## src/rtl/hazard_unit_pkg.sv

```systemverilog
// rtl/hazard_unit_pkg.sv - shared types for the pipeline hazard/forwarding controller
package hazard_unit_pkg;

    typedef enum logic [1:0] {
        FWD_REGFILE = 2'b00,
        FWD_EX_MEM  = 2'b01,
        FWD_MEM_WB  = 2'b10
    } fwdmux_sel_t;

    // MEM outranks WB because it holds the younger result for the same register.
    function automatic fwdmux_sel_t fwd_select(input logic en, input logic mem_hit, input logic wb_hit);
        if (!en)
            return FWD_REGFILE;
        if (mem_hit)
            return FWD_EX_MEM;
        if (wb_hit)
            return FWD_MEM_WB;
        return FWD_REGFILE;
    endfunction

endpackage

```

## src/rtl/hazard_stage_meta.sv

```systemverilog
// rtl/hazard_stage_meta.sv - loadable, reset-clearable per-stage instruction metadata register
module hazard_stage_meta #(
    parameter int AW = 5
) (
    input  logic          clk,
    input  logic          rst,
    input  logic          load,
    input  logic          d_valid,
    input  logic [AW-1:0] d_rd,
    input  logic          d_we,
    input  logic          d_is_load,
    output logic          q_valid,
    output logic [AW-1:0] q_rd,
    output logic          q_we,
    output logic          q_is_load
);

    always_ff @(posedge clk) begin
        if (rst) begin
            q_valid   <= 1'b0;
            q_rd      <= '0;
            q_we      <= 1'b0;
            q_is_load <= 1'b0;
        end else if (load) begin
            q_valid   <= d_valid;
            q_rd      <= d_rd;
            q_we      <= d_we;
            q_is_load <= d_is_load;
        end
    end

endmodule

```

## src/rtl/hazard_unit.sv

```systemverilog
// rtl/hazard_unit.sv - RV32I 5-stage hazard, stall/flush and EX forwarding controller
module hazard_unit
    import hazard_unit_pkg::*;
#(
    parameter int AW     = 5,
    parameter int FWD_EN = 1,
    parameter int CNT_W  = 32
) (
    input  logic             clk,
    input  logic             rst,
    input  logic             id_valid,
    input  logic [AW-1:0]    id_rs1,
    input  logic [AW-1:0]    id_rs2,
    input  logic             id_uses_rs1,
    input  logic             id_uses_rs2,
    input  logic [AW-1:0]    id_rd,
    input  logic             id_we,
    input  logic             id_is_load,
    input  logic             i_stall,
    input  logic             d_stall,
    input  logic             ex_redirect,
    output logic             stall_if,
    output logic             stall_id,
    output logic             flush_id,
    output logic             bubble_ex,
    output logic             freeze,
    output fwdmux_sel_t      fwd_a_sel,
    output fwdmux_sel_t      fwd_b_sel,
    output logic [CNT_W-1:0] stall_cycles,
    output logic [CNT_W-1:0] flush_count
);

    localparam logic FWD_ON = (FWD_EN != 0);

    logic          ex_valid, ex_we, ex_is_load;
    logic [AW-1:0] ex_rd;
    logic          mem_valid, mem_we, mem_is_load;
    logic [AW-1:0] mem_rd;
    logic          wb_valid, wb_we, wb_is_load_unused;
    logic [AW-1:0] wb_rd;
    logic [AW-1:0] ex_rs1, ex_rs2;
    logic          ex_uses_rs1, ex_uses_rs2;
    logic          advance;
    logic          raw_hazard, raw_stall;

    // x0 is hardwired zero, so it is never a producer.
    function automatic logic writes_reg(input logic v, input logic we,
                                        input logic [AW-1:0] rd, input logic [AW-1:0] r);
        return v & we & (rd == r) & (r != '0);
    endfunction

    assign freeze  = d_stall;
    assign advance = ~freeze;

    hazard_stage_meta #(.AW(AW)) u_ex (
        .clk       (clk),
        .rst       (rst),
        .load      (advance),
        .d_valid   (id_valid & ~bubble_ex),
        .d_rd      (id_rd),
        .d_we      (id_we),
        .d_is_load (id_is_load),
        .q_valid   (ex_valid),
        .q_rd      (ex_rd),
        .q_we      (ex_we),
        .q_is_load (ex_is_load)
    );

    hazard_stage_meta #(.AW(AW)) u_mem (
        .clk       (clk),
        .rst       (rst),
        .load      (advance),
        .d_valid   (ex_valid),
        .d_rd      (ex_rd),
        .d_we      (ex_we),
        .d_is_load (ex_is_load),
        .q_valid   (mem_valid),
        .q_rd      (mem_rd),
        .q_we      (mem_we),
        .q_is_load (mem_is_load)
    );

    hazard_stage_meta #(.AW(AW)) u_wb (
        .clk       (clk),
        .rst       (rst),
        .load      (advance),
        .d_valid   (mem_valid),
        .d_rd      (mem_rd),
        .d_we      (mem_we),
        .d_is_load (mem_is_load),
        .q_valid   (wb_valid),
        .q_rd      (wb_rd),
        .q_we      (wb_we),
        .q_is_load (wb_is_load_unused)
    );

    always_ff @(posedge clk) begin
        if (rst) begin
            ex_rs1      <= '0;
            ex_rs2      <= '0;
            ex_uses_rs1 <= 1'b0;
            ex_uses_rs2 <= 1'b0;
        end else if (advance) begin
            ex_rs1      <= id_rs1;
            ex_rs2      <= id_rs2;
            ex_uses_rs1 <= id_uses_rs1;
            ex_uses_rs2 <= id_uses_rs2;
        end
    end

    logic ex_hit_a, ex_hit_b, any_hit_a, any_hit_b;
    logic load_use, any_raw;

    assign ex_hit_a  = id_uses_rs1 & writes_reg(ex_valid, ex_we, ex_rd, id_rs1);
    assign ex_hit_b  = id_uses_rs2 & writes_reg(ex_valid, ex_we, ex_rd, id_rs2);
    // Without write-through a WB producer is still invisible to an ID regfile read.
    assign any_hit_a = id_uses_rs1 & (writes_reg(ex_valid, ex_we, ex_rd, id_rs1) |
                                      writes_reg(mem_valid, mem_we, mem_rd, id_rs1) |
                                      writes_reg(wb_valid, wb_we, wb_rd, id_rs1));
    assign any_hit_b = id_uses_rs2 & (writes_reg(ex_valid, ex_we, ex_rd, id_rs2) |
                                      writes_reg(mem_valid, mem_we, mem_rd, id_rs2) |
                                      writes_reg(wb_valid, wb_we, wb_rd, id_rs2));

    assign load_use   = ex_is_load & (ex_hit_a | ex_hit_b);
    assign any_raw    = any_hit_a | any_hit_b;
    assign raw_hazard = id_valid & (FWD_ON ? load_use : any_raw);
    assign raw_stall  = raw_hazard & ~freeze & ~ex_redirect;

    always_comb begin
        stall_if  = 1'b0;
        stall_id  = 1'b0;
        flush_id  = 1'b0;
        bubble_ex = 1'b0;
        if (freeze) begin
            stall_if = 1'b1;
            stall_id = 1'b1;
        end else if (ex_redirect) begin
            flush_id  = 1'b1;
            bubble_ex = 1'b1;
        end else if (raw_hazard) begin
            stall_if  = 1'b1;
            stall_id  = 1'b1;
            bubble_ex = 1'b1;
        end else if (i_stall) begin
            stall_if = 1'b1;
            flush_id = 1'b1;
        end
    end

    // A MEM-stage load has no data yet; the interlock keeps that case from reaching EX.
    always_comb begin
        fwd_a_sel = fwd_select(FWD_ON & ex_valid & ex_uses_rs1,
                               writes_reg(mem_valid, mem_we, mem_rd, ex_rs1) & ~mem_is_load,
                               writes_reg(wb_valid, wb_we, wb_rd, ex_rs1));
        fwd_b_sel = fwd_select(FWD_ON & ex_valid & ex_uses_rs2,
                               writes_reg(mem_valid, mem_we, mem_rd, ex_rs2) & ~mem_is_load,
                               writes_reg(wb_valid, wb_we, wb_rd, ex_rs2));
    end

    always_ff @(posedge clk) begin
        if (rst) begin
            stall_cycles <= '0;
            flush_count  <= '0;
        end else begin
            if (raw_stall | freeze)
                stall_cycles <= stall_cycles + CNT_W'(1);
            if (ex_redirect & ~freeze)
                flush_count <= flush_count + CNT_W'(1);
        end
    end

endmodule
```

## config.mk

```make
export PLATFORM = sky130hd
export DESIGN_NAME = hazard_unit
export DESIGN_NICKNAME = d
export VERILOG_FILES = /design/src/rtl/hazard_unit_pkg.sv /design/src/rtl/hazard_stage_meta.sv /design/src/rtl/hazard_unit.sv
export SDC_FILE = /design/constraint.sdc
export NUM_CORES = 1
export LEC_CHECK = 0
export ABC_AREA = 1
export BUFFER_PORTS_ARGS = -buffer_cell sky130_fd_sc_hd__buf_2
export CAP_MARGIN = 20
export CORE_UTILIZATION = 35
export CTS_BUF_LIST = sky130_fd_sc_hd__clkbuf_4
export DETAILED_ROUTE_END_ITERATION = 10
export SYNTH_ARGS = -nofsm -noshare
export SYNTH_HDL_FRONTEND = slang
export SYNTH_SLANG_ARGS = --single-unit
```

## constraint.sdc

```tcl
create_clock -name clk -period 2.35 [get_ports clk]
set_input_delay 0.1175 -clock clk [delete_from_list [all_inputs] [get_ports clk]]
set_output_delay 0.1175 -clock clk [all_outputs]
set_load 0.005 [all_outputs]
```

# Yosys cells after proc, flatten, opt, wreduce, memory -nomap -nowiden
# Index checks and enable logic that the tools add are counted.
[word_totals]
register_bits = 99
out_inout_bits = 73
elab_cells = 96
[op_classes]
addsub = 2
eq_ne = 6
muxes = 34
bitwise_logic = 33
n_reduce_logical = 4
[op_table]
columns = ["cell", "n"]
rows = [
  ["$add A32 B1 Y32 const B", 2],
  ["$eq A5 B5 Y1", 6],
  ["$and A1 B1 Y1", 27],
  ["$mux W2", 12],
  ["$mux W1", 22],
  ["$reduce_bool A5 Y1", 4],
  ["$not A1 Y1", 4],
  ["$or A1 B1 Y1", 2],
]

# Longest topological paths before layout
# Gate-level depths: netlist (run 1).
[depth]
word_depth = 12
mapped_depth = 12
ltp_nobuf = 12

# Hierarchy
# A second synthesis (run 1) with hierarchy kept.
[unflattened]
cells_unflattened = 907
hier_area_um2 = 5964.5
[by_module_without_submodules]
columns = ["mod", "n_inst", "cells_per_inst", "area_per_inst_um2", "seq_area_each_um2"]
rows = [
  ["hazard_unit", 1, 754, 4939.7, 1521.5],
  ["hazard_stage_meta", 3, 51, 341.6, 160.2],
]

# Worst setup path before layout (run 1)
# No wires, ideal clock.
[synth_timing]
path_kind = "reg-to-reg"
from = "register stall_cycles[0]"
to = "register stall_cycles[22]"
setup_ns = 0.070
t_arrival_ns = 1.491
t_required_ns = 2.280
slack_ns = 0.789
stages_incl_launch_ff = 9
path_buffers = 0
period_less_slack_ns = 1.561
path_cell_list = "dfxtp_1 > ha_1 > nand3_2 > nor2_1 > inv_1 > nor3_1 > xor2_1 > nand2_1 > a21oi_1"
[synth_via]
elab_chain_cells = 1
[synth_rtl]
columns = ["element", "line", "source"]
rows = [
  ["start: declaration", "hazard_unit.sv:29", "output logic [CNT_W-1:0] stall_cycles,"],
  ["start signal: assignment", "hazard_unit.sv:166", "stall_cycles <= stall_cycles + CNT_W'(1);"],
  ["$add A32 B1 Y32", "hazard_unit.sv:166", ""],
]
# Every way passes these cells.
# A chain may end at the register's enable or synchronous reset.

# Worst setup path after layout (run 1)
[layout_timing]
from = "register u_ex.q_rd[0]"
to = "output port stall_id"
[layout_via]
elab_chain_cells = 10
word_cells_on_any_way = 14
classes_between = "eq/ne: 2; mux: 3; bitwise: 9"
[layout_rtl]
columns = ["element", "line", "source"]
rows = [
  ["start: declaration", "hazard_stage_meta.sv:13", "output logic [AW-1:0] q_rd,"],
  ["start signal: assignment", "hazard_stage_meta.sv:26", "q_rd <= d_rd;"],
  ["$eq A5 B5 Y1", "--", ""],
  ["$and A1 B1 Y1 (2 in series)", "--", ""],
  ["$and A1 B1 Y1 (on tied branches)", "hazard_unit.sv:114, hazard_unit.sv:115", ""],
  ["$or A1 B1 Y1 (*)", "hazard_unit.sv:124", "assign load_use = ex_is_load & (ex_hit_a | ex_hit_b);"],
  ["$and A1 B1 Y1 (*)", "hazard_unit.sv:124", ""],
  ["$and A1 B1 Y1 (*)", "hazard_unit.sv:126", "assign raw_hazard = id_valid & (FWD_ON ? load_use : any_raw);"],
  ["$mux W1 (*)", "hazard_unit.sv:140", "end else if (raw_hazard) begin"],
  ["$mux W1 (*)", "hazard_unit.sv:137", "end else if (ex_redirect) begin"],
  ["$mux W1 (*)", "hazard_unit.sv:134", "if (freeze) begin"],
  ["end: declaration", "hazard_unit.sv:23", "output logic stall_id,"],
]
# Mark *: on every way between the ends. The rest lies on a longest branch, timed or not.

==> qor.yml, run 1 <==
logic_synthesis:
  avgSynthCellArea_sq_um: 6.57
  async_flop_share_pct: 0
  netlist.area_leader.share_pct: 36.5
  yosysTopAreaCell: "dfxtp_1"
  yosysWarnings: 0
  synth.most_common_cell: "nand2_1"
  yosysUniqueCellTypes: 35
  synth_cells: 826
  synth_commonest_cells: "nand2_1, nor2_1, dfxtp_1"
  syn-cell-area_sq_mm: 0.00542
  synth_edf_count: 0
  ys_top_cells_by_area: "dfxtp_1, nand2_1, nor2_1, a21oi_1, inv_1"
  ys_seq_area_share_pct: 36.5
  ys_ff_latch: 99
  synthFlopType: "dfxtp_1"
  syn_nets: 853
cells_and_area:
  drive_gt1_share_pct: 14.4
  final_cells: 1126
  n_fill_cell: 1659
  ff_latch_area_sq_mm: 0.00198
  area_growth_pct: 18.7
  num-nets-final: 958
  multi_input_area_sq_mm: 0.00299
floorplanning:
  core_sq_mm: 0.0151
  pin_count: 98
  rows: 45
  die_w_microns: 126
  initial_core_util_pct: 35.8
  dieArea_sq_mm: 0.0160
  die_height_microns: 126
clock_tree:
  htree_levels: 3
  ctsRootBufferMaster: "clkbuf_4"
  cts_buffer_depth: 2
  path_clk_slew_ps: 170
  cts_setup_buffers: 0
  cts_tree: "yes"
  numCtsBuffers: 9
  clkSinkCount: 99
  insertion_delay_ps: 480
global_routing:
  antenna_found_initial: 2
  overflow: 0
  grt_pass1_wl_microns: 24900
  gr-usage-all-layers_pct: 19.4
  grt_pass1_vias: 4923
  grt_max_degree: 70
place:
  gp_congestion: 0.868
  place_ws_ps: 493
  dp.final_hpwl_microns: 10900
  placed_cells: 1088
  numPortBuffers: 97
timing:
  rsz0062_at_grt: "no"
  whs_ps: 40.8
  setup_tns_ps: 0
  hold_viol: 0
  setup_violations: 0
  min_period_ps: 2110
  post-route-period-util_pct: 89.7
  slew_headroom_pct: 51.1
  finalMaxSlewViolations: 0
  worst_pin_slew_ps: 733
  worst_slack_ps: 241
  fmax_mhz: 474
  fin_skew_ps: 20.5
routing:
  dr.first_iter.drc_count: 395
  antenna_left: 0
  wirelength_microns: 15300
  drc_errors: 0
  via_per_inst: 4.87
  wl_per_cell_microns: 13.6
  dr.pass1.iters: 5
  vias: 5488
hold_path:
  hp-class: "input port to flop"
setup_path:
  cp_top_family: "simple AND/OR/NAND/NOR gates"
  critPathArrivalTime_ps: 1990
  critPathCaptureType: "output pin"
  path_buf_inv: 3
  crit_chain: "inv_1, nand2_1, nand2_1, nor2_1, nand4_1, nand2_1, nand3_2, nand2_2, buf_6, buf_2"
  required_ps: 2230
  worst-setup-path-type: "flop to output pin"
  path_common_cell: "nand2_1"
  r2r_slack_ps: 490
  slowest_stage: "dfxtp_1"
  slowest_delay_ps: 390
  worstPathMaxFanout: 33
  critPathLaunchType: "flop"
status:
  status: "finished clean"
flow_run:
  cap_violations: 0
pwr:
  p_per_area_mw_per_mm2: 490
  leakagePower_nw: 2.75
  ir_drop_mv: 0.218
[worst paths after layout]
path | start | to | cells past startpoint
worst max-delay path | u_ex.q_rd[0] | stall_id | 10
worst min-delay path | ex_redirect | flush_count[26] | 4
worst max register to register | stall_cycles[0] | stall_cycles[22] | 8
worst min register to register | u_wb.q_valid | u_wb.q_valid | 2
[report_power, final]
part / total, W / leakage [nW] / internal (W) / switching, W
combinational: 0.000308 / 1.86 / 0.000125 / 0.000183
clock: 0.00107 / 0.0863 / 0.000438 / 0.000634
sequential: 0.00178 / 0.806 / 0.00173 / 0.0000500
total: 0.00316 / 2.75 / 0.00229 / 0.000867
[final cells by class]
class,count,share of cell area (%)
Multi-Input combinational cell,611,46.4
Sequential cell,99,30.8
Timing Repair Buffer,123,11.4
Inverter,87,5.07
Tap cell,188,3.65
Clock inverter,7,1.59
Clock buffer,9,1.05
Antenna cell,2,0.0777
[tightest hold or removal path, cell delays in order]
cell and delay (ps):
buf_2 100, nand2_2 130, nand2_1 90, a21oi_1 60
[per-layer routing]
layer | GRT usage, % | vias up | share of wire, %
li1 | - | 2857 | -
met2 | 31.2 | 106 | 46
met5 | 0 | - | 0
met1 | 26.3 | 2517 | 49
met3 | 3.80 | 8 | 3.7
met4 | 5.32 | 0 | 1.2
[cell families (layout without fill, tap and decap cells)]
kind of cell    after synthesis  after routing  synth area share (%)
simple gates                429            429                  34.3
xor+xnor                     49             49                  7.91
buf+inv                     116            226                  8.40
compound gates              131            131                  12.4
other cells                   0              2                     0
flops                        99             99                  36.5
fa+ha+maj                     2              2                 0.461
[layout by cell type, fill, tap and decap left out, drive strengths merged, types with 29 or more instances in the layout]
cell type,count
buf,103
dfxtp,99
nor3,33
inv,87
nand2,201
xor2,29
o21ai,49
nand3,57
a21oi,75
nor2,115
[flip-flops by register name, summed over array words and instances, names as in the netlist]
name	cells
u_wb.q_valid	1
u_ex.q_valid	1
u_mem.q_valid	1
ex_uses_rs2	1
u_mem.q_rd	5
u_wb.q_we	1
stall_cycles	32
flush_count	32
u_ex.q_rd	5
u_wb.q_rd	5
u_ex.q_is_load	1
ex_uses_rs1	1
u_ex.q_we	1
u_mem.q_is_load	1
ex_rs1	5
u_mem.q_we	1
ex_rs2	5
[per-stage QoR]
stage / cell area [sq um] / total power [W] / util, %
after floorplan: 5420 / 0.00199 / -
after global placement: 6060 / 0.00209 / 40.0
after detailed placement: 6060 / 0.00209 / 40.0
after CTS: 6430 / 0.00320 / 42.5
after global routing: 6440 / 0.00331 / 42.5
final: 6440 / 0.00316 / 42.5
[what timing repair did]
item | in CTS | in global routing
endpoints found under the hold margin | 20 | 0
hold buffers | 20 | 0
gates resized for setup | 0 | 1
endpoints found under the setup margin | 0 | 1
No activity file was read; power rests on OpenSTA's default activity.
==> inputs of run 2 (changes only) <==
==> constraint.sdc (replaced) <==
create_clock -name clk -period 2.35 [get_ports clk]
set_input_delay 0.235 -clock clk [delete_from_list [all_inputs] [get_ports clk]]
set_output_delay 0.235 -clock clk [all_outputs]
set_load 0.005 [all_outputs]
==> run 2 against run 1 <==
Net effect: non-clock buffer count is 8 lower; final area is 1.3% lower; register-to-register slack hardly changed; via count is 1.0% lower; power is 1.2% lower; sequential power hardly changed; clock power hardly changed; clock skew is 6.9 ps lower; largest cell class unchanged.
==> qor.yml, run 2 (synthesis gave the netlist of run 1 again) <==
clock_tree:
  cts_buffer_depth: 2  # unchanged
  ctsRootBufferMaster: "clkbuf_4"  # unchanged
  htree_levels: 3  # unchanged
  cts_tree: "yes"  # unchanged
  path_clk_slew_ps: 150  # was 170 ps
  clkSinkCount: 99  # unchanged
  insertion_delay_ps: 480  # about the same
  numCtsBuffers: 9  # unchanged
  cts_setup_buffers: 0  # unchanged
timing:
  min_period_ps: 2180  # was 2110 ps
  finalMaxSlewViolations: 0  # unchanged
  hold_viol: 0  # unchanged
  rsz0062_at_grt: "no"  # unchanged
  whs_ps: 34.9  # was 40.8 ps
  setup_tns_ps: 0  # unchanged
  fmax_mhz: 458  # was 474 MHz
  fin_skew_ps: 13.6  # was 20.5 ps
  setup_violations: 0  # unchanged
  slew_headroom_pct: 62.5  # was 51.1%
  worst_pin_slew_ps: 563  # was 733 ps
  worst_slack_ps: 166  # was 241 ps
  post-route-period-util_pct: 92.9  # was 89.7%
cells_and_area:
  drive_gt1_share_pct: 15.1  # was 14.4%
  final_cell_area_sq_mm: 0.00636  # was 0.00644 sq mm
  ff_latch_area_sq_mm: 0.00198  # about the same
  final_common_cell: "nand2_1"  # unchanged
  n_fill_cell: 1618  # was 1659
  area_growth_pct: 17.2  # was 18.7%
  layout_common_cells: "nand2_1, nor2_1, dfxtp_1, buf_2, inv_1"  # unchanged
  top_regs: "flush_count: 32 flops, stall_cycles: 32 flops"  # unchanged
  num-nets-final: 950  # was 958
  multi_input_area_sq_mm: 0.00300  # was 0.00299 sq mm
floorplanning:
  pin_count: 98  # unchanged
  initial_core_util_pct: 35.8  # unchanged
  dieArea_sq_mm: 0.0160  # unchanged
  core_sq_mm: 0.0151  # unchanged
  die_w_microns: 126  # unchanged
  rows: 45  # unchanged
  die_height_microns: 126  # unchanged
place:
  placed_area_sq_mm: 0.00608  # was 0.00606 sq mm
  dp.final_hpwl_microns: 11000  # was 10900 microns
  gp_congestion: 0.856  # was 0.868
  numPortBuffers: 97  # unchanged
  place_ws_ps: 448  # was 493 ps
routing:
  drc_errors: 0  # unchanged
  via_per_inst: 4.86  # was 4.87
  dr.pass1.iters: 4  # was 5
  vias: 5432  # was 5488
  wl_per_cell_microns: 13.6  # about the same
  wirelength_microns: 15200  # was 15300 microns
  antenna_left: 0  # unchanged
  dr.first_iter.drc_count: 365  # was 395
setup_path:
  slowest_stage: "dlygate4sd3_1"  # was dfxtp_1
  reg2regPathDepth: 8  # unchanged
  worstPathMaxFanout: 16  # was 33
  critPathArrivalTime_ps: 1950  # was 1990 ps
  cp.depth: 12  # was 10
  crit_chain: "dlygate4sd3_1, buf_2, nor2_1, nand2_1, nand2_1, nand2_1, nand4_1, nand2_1, nand3_2, nand2_8, a21oi_1, buf_2"  # was inv_1, nand2_1, nand2_1, nor2_1, nand4_1, nand2_1, nand3_2, nand2_2, buf_6, buf_2
  slowest_delay_ps: 530  # was 390 ps
  cp_top_family: "buffers and inverters"  # was simple AND/OR/NAND/NOR gates
  required_ps: 2120  # was 2230 ps
  path_buf_inv: 3  # unchanged
  worst-setup-path-type: "input port to output pin"  # was flop to output pin
  critPathLaunchType: "input port"  # was flop
  critPathCaptureType: "output pin"  # unchanged
  path_common_cell: "nand2_1"  # unchanged
pwr:
  total_power_w: 0.00312  # was 0.00316 W
  p_per_area_mw_per_mm2: 490  # about the same
  ir_drop_mv: 0.235  # was 0.218 mV
  leakagePower_nw: 2.72  # was 2.75 nW
global_routing:
  gr-usage-all-layers_pct: 19.4  # about the same
  overflow: 0  # unchanged
  grt_max_degree: 51  # was 70
  grt_pass1_wl_microns: 24900  # about the same
  grt_pass1_vias: 4882  # was 4923
  antenna_found_initial: 1  # was 2
status:
  status: "finished clean"  # unchanged
hold_path:
  hp-class: "input port to flop"  # unchanged
  holdPathStages: 3  # was 4
flow_run:
  cap_violations: 0  # unchanged
-- run 2: worst min-delay path, cell delays in order --
cell     delay [ps]
buf_2            70
o21ai_0          60
a21oi_1         110
-- run 2: worst paths after layout --
kind / slack [ps] / end / from
worst max-delay path: 170 / flush_id / id_rs1[0]
worst min-delay path: 30 / u_ex.q_rd[2] / id_rd[2]
worst max register to register: 490 / stall_cycles[22] / stall_cycles[0]
worst min register to register: 500 / flush_count[29] / flush_count[29]
-- run 2: power by group --
group / switching (W) / internal [W]
logic: 0.000182 / 0.000116
clock network: 0.000593 / 0.000453
registers: 0.0000494 / 0.00173
-- run 2: metrics by stage --
stage               std cells  util (%)
floorplan                 826         -
global placement         1090      40.1
detailed placement       1090      40.1
CTS                      1115      41.8
global route             1117      42.0
finish                   1117      42.0
-- run 2: area by class of cell --
| cell class | count | area share [%] |
|---|---|---|
| timing repair buffer | 115 | 10.2 |
| antenna | 1 | 0.0394 |
| inverter | 87 | 5.14 |
| multi-input combinational | 611 | 47.2 |
| sequential | 99 | 31.2 |
| clock inverter | 5 | 1.22 |
| tap | 188 | 3.70 |
| clock buffer | 11 | 1.30 |
-- run 2: timing repair --
action | CTS | global route
resized for setup | 0 | 5
hold buffers | 9 | 1
endpoints found under the setup margin | 0 | 4
hold endpoints to repair | 9 | 1
-- run 2: layer usage --
metal	GRT usage, %	up-vias	routed length [microns]
met3	4.13	11	723
met2	30.6	138	6900
li1	-	2840	-
met1	27.0	2443	7420
met4	4.18	0	113
met5	0	-	0
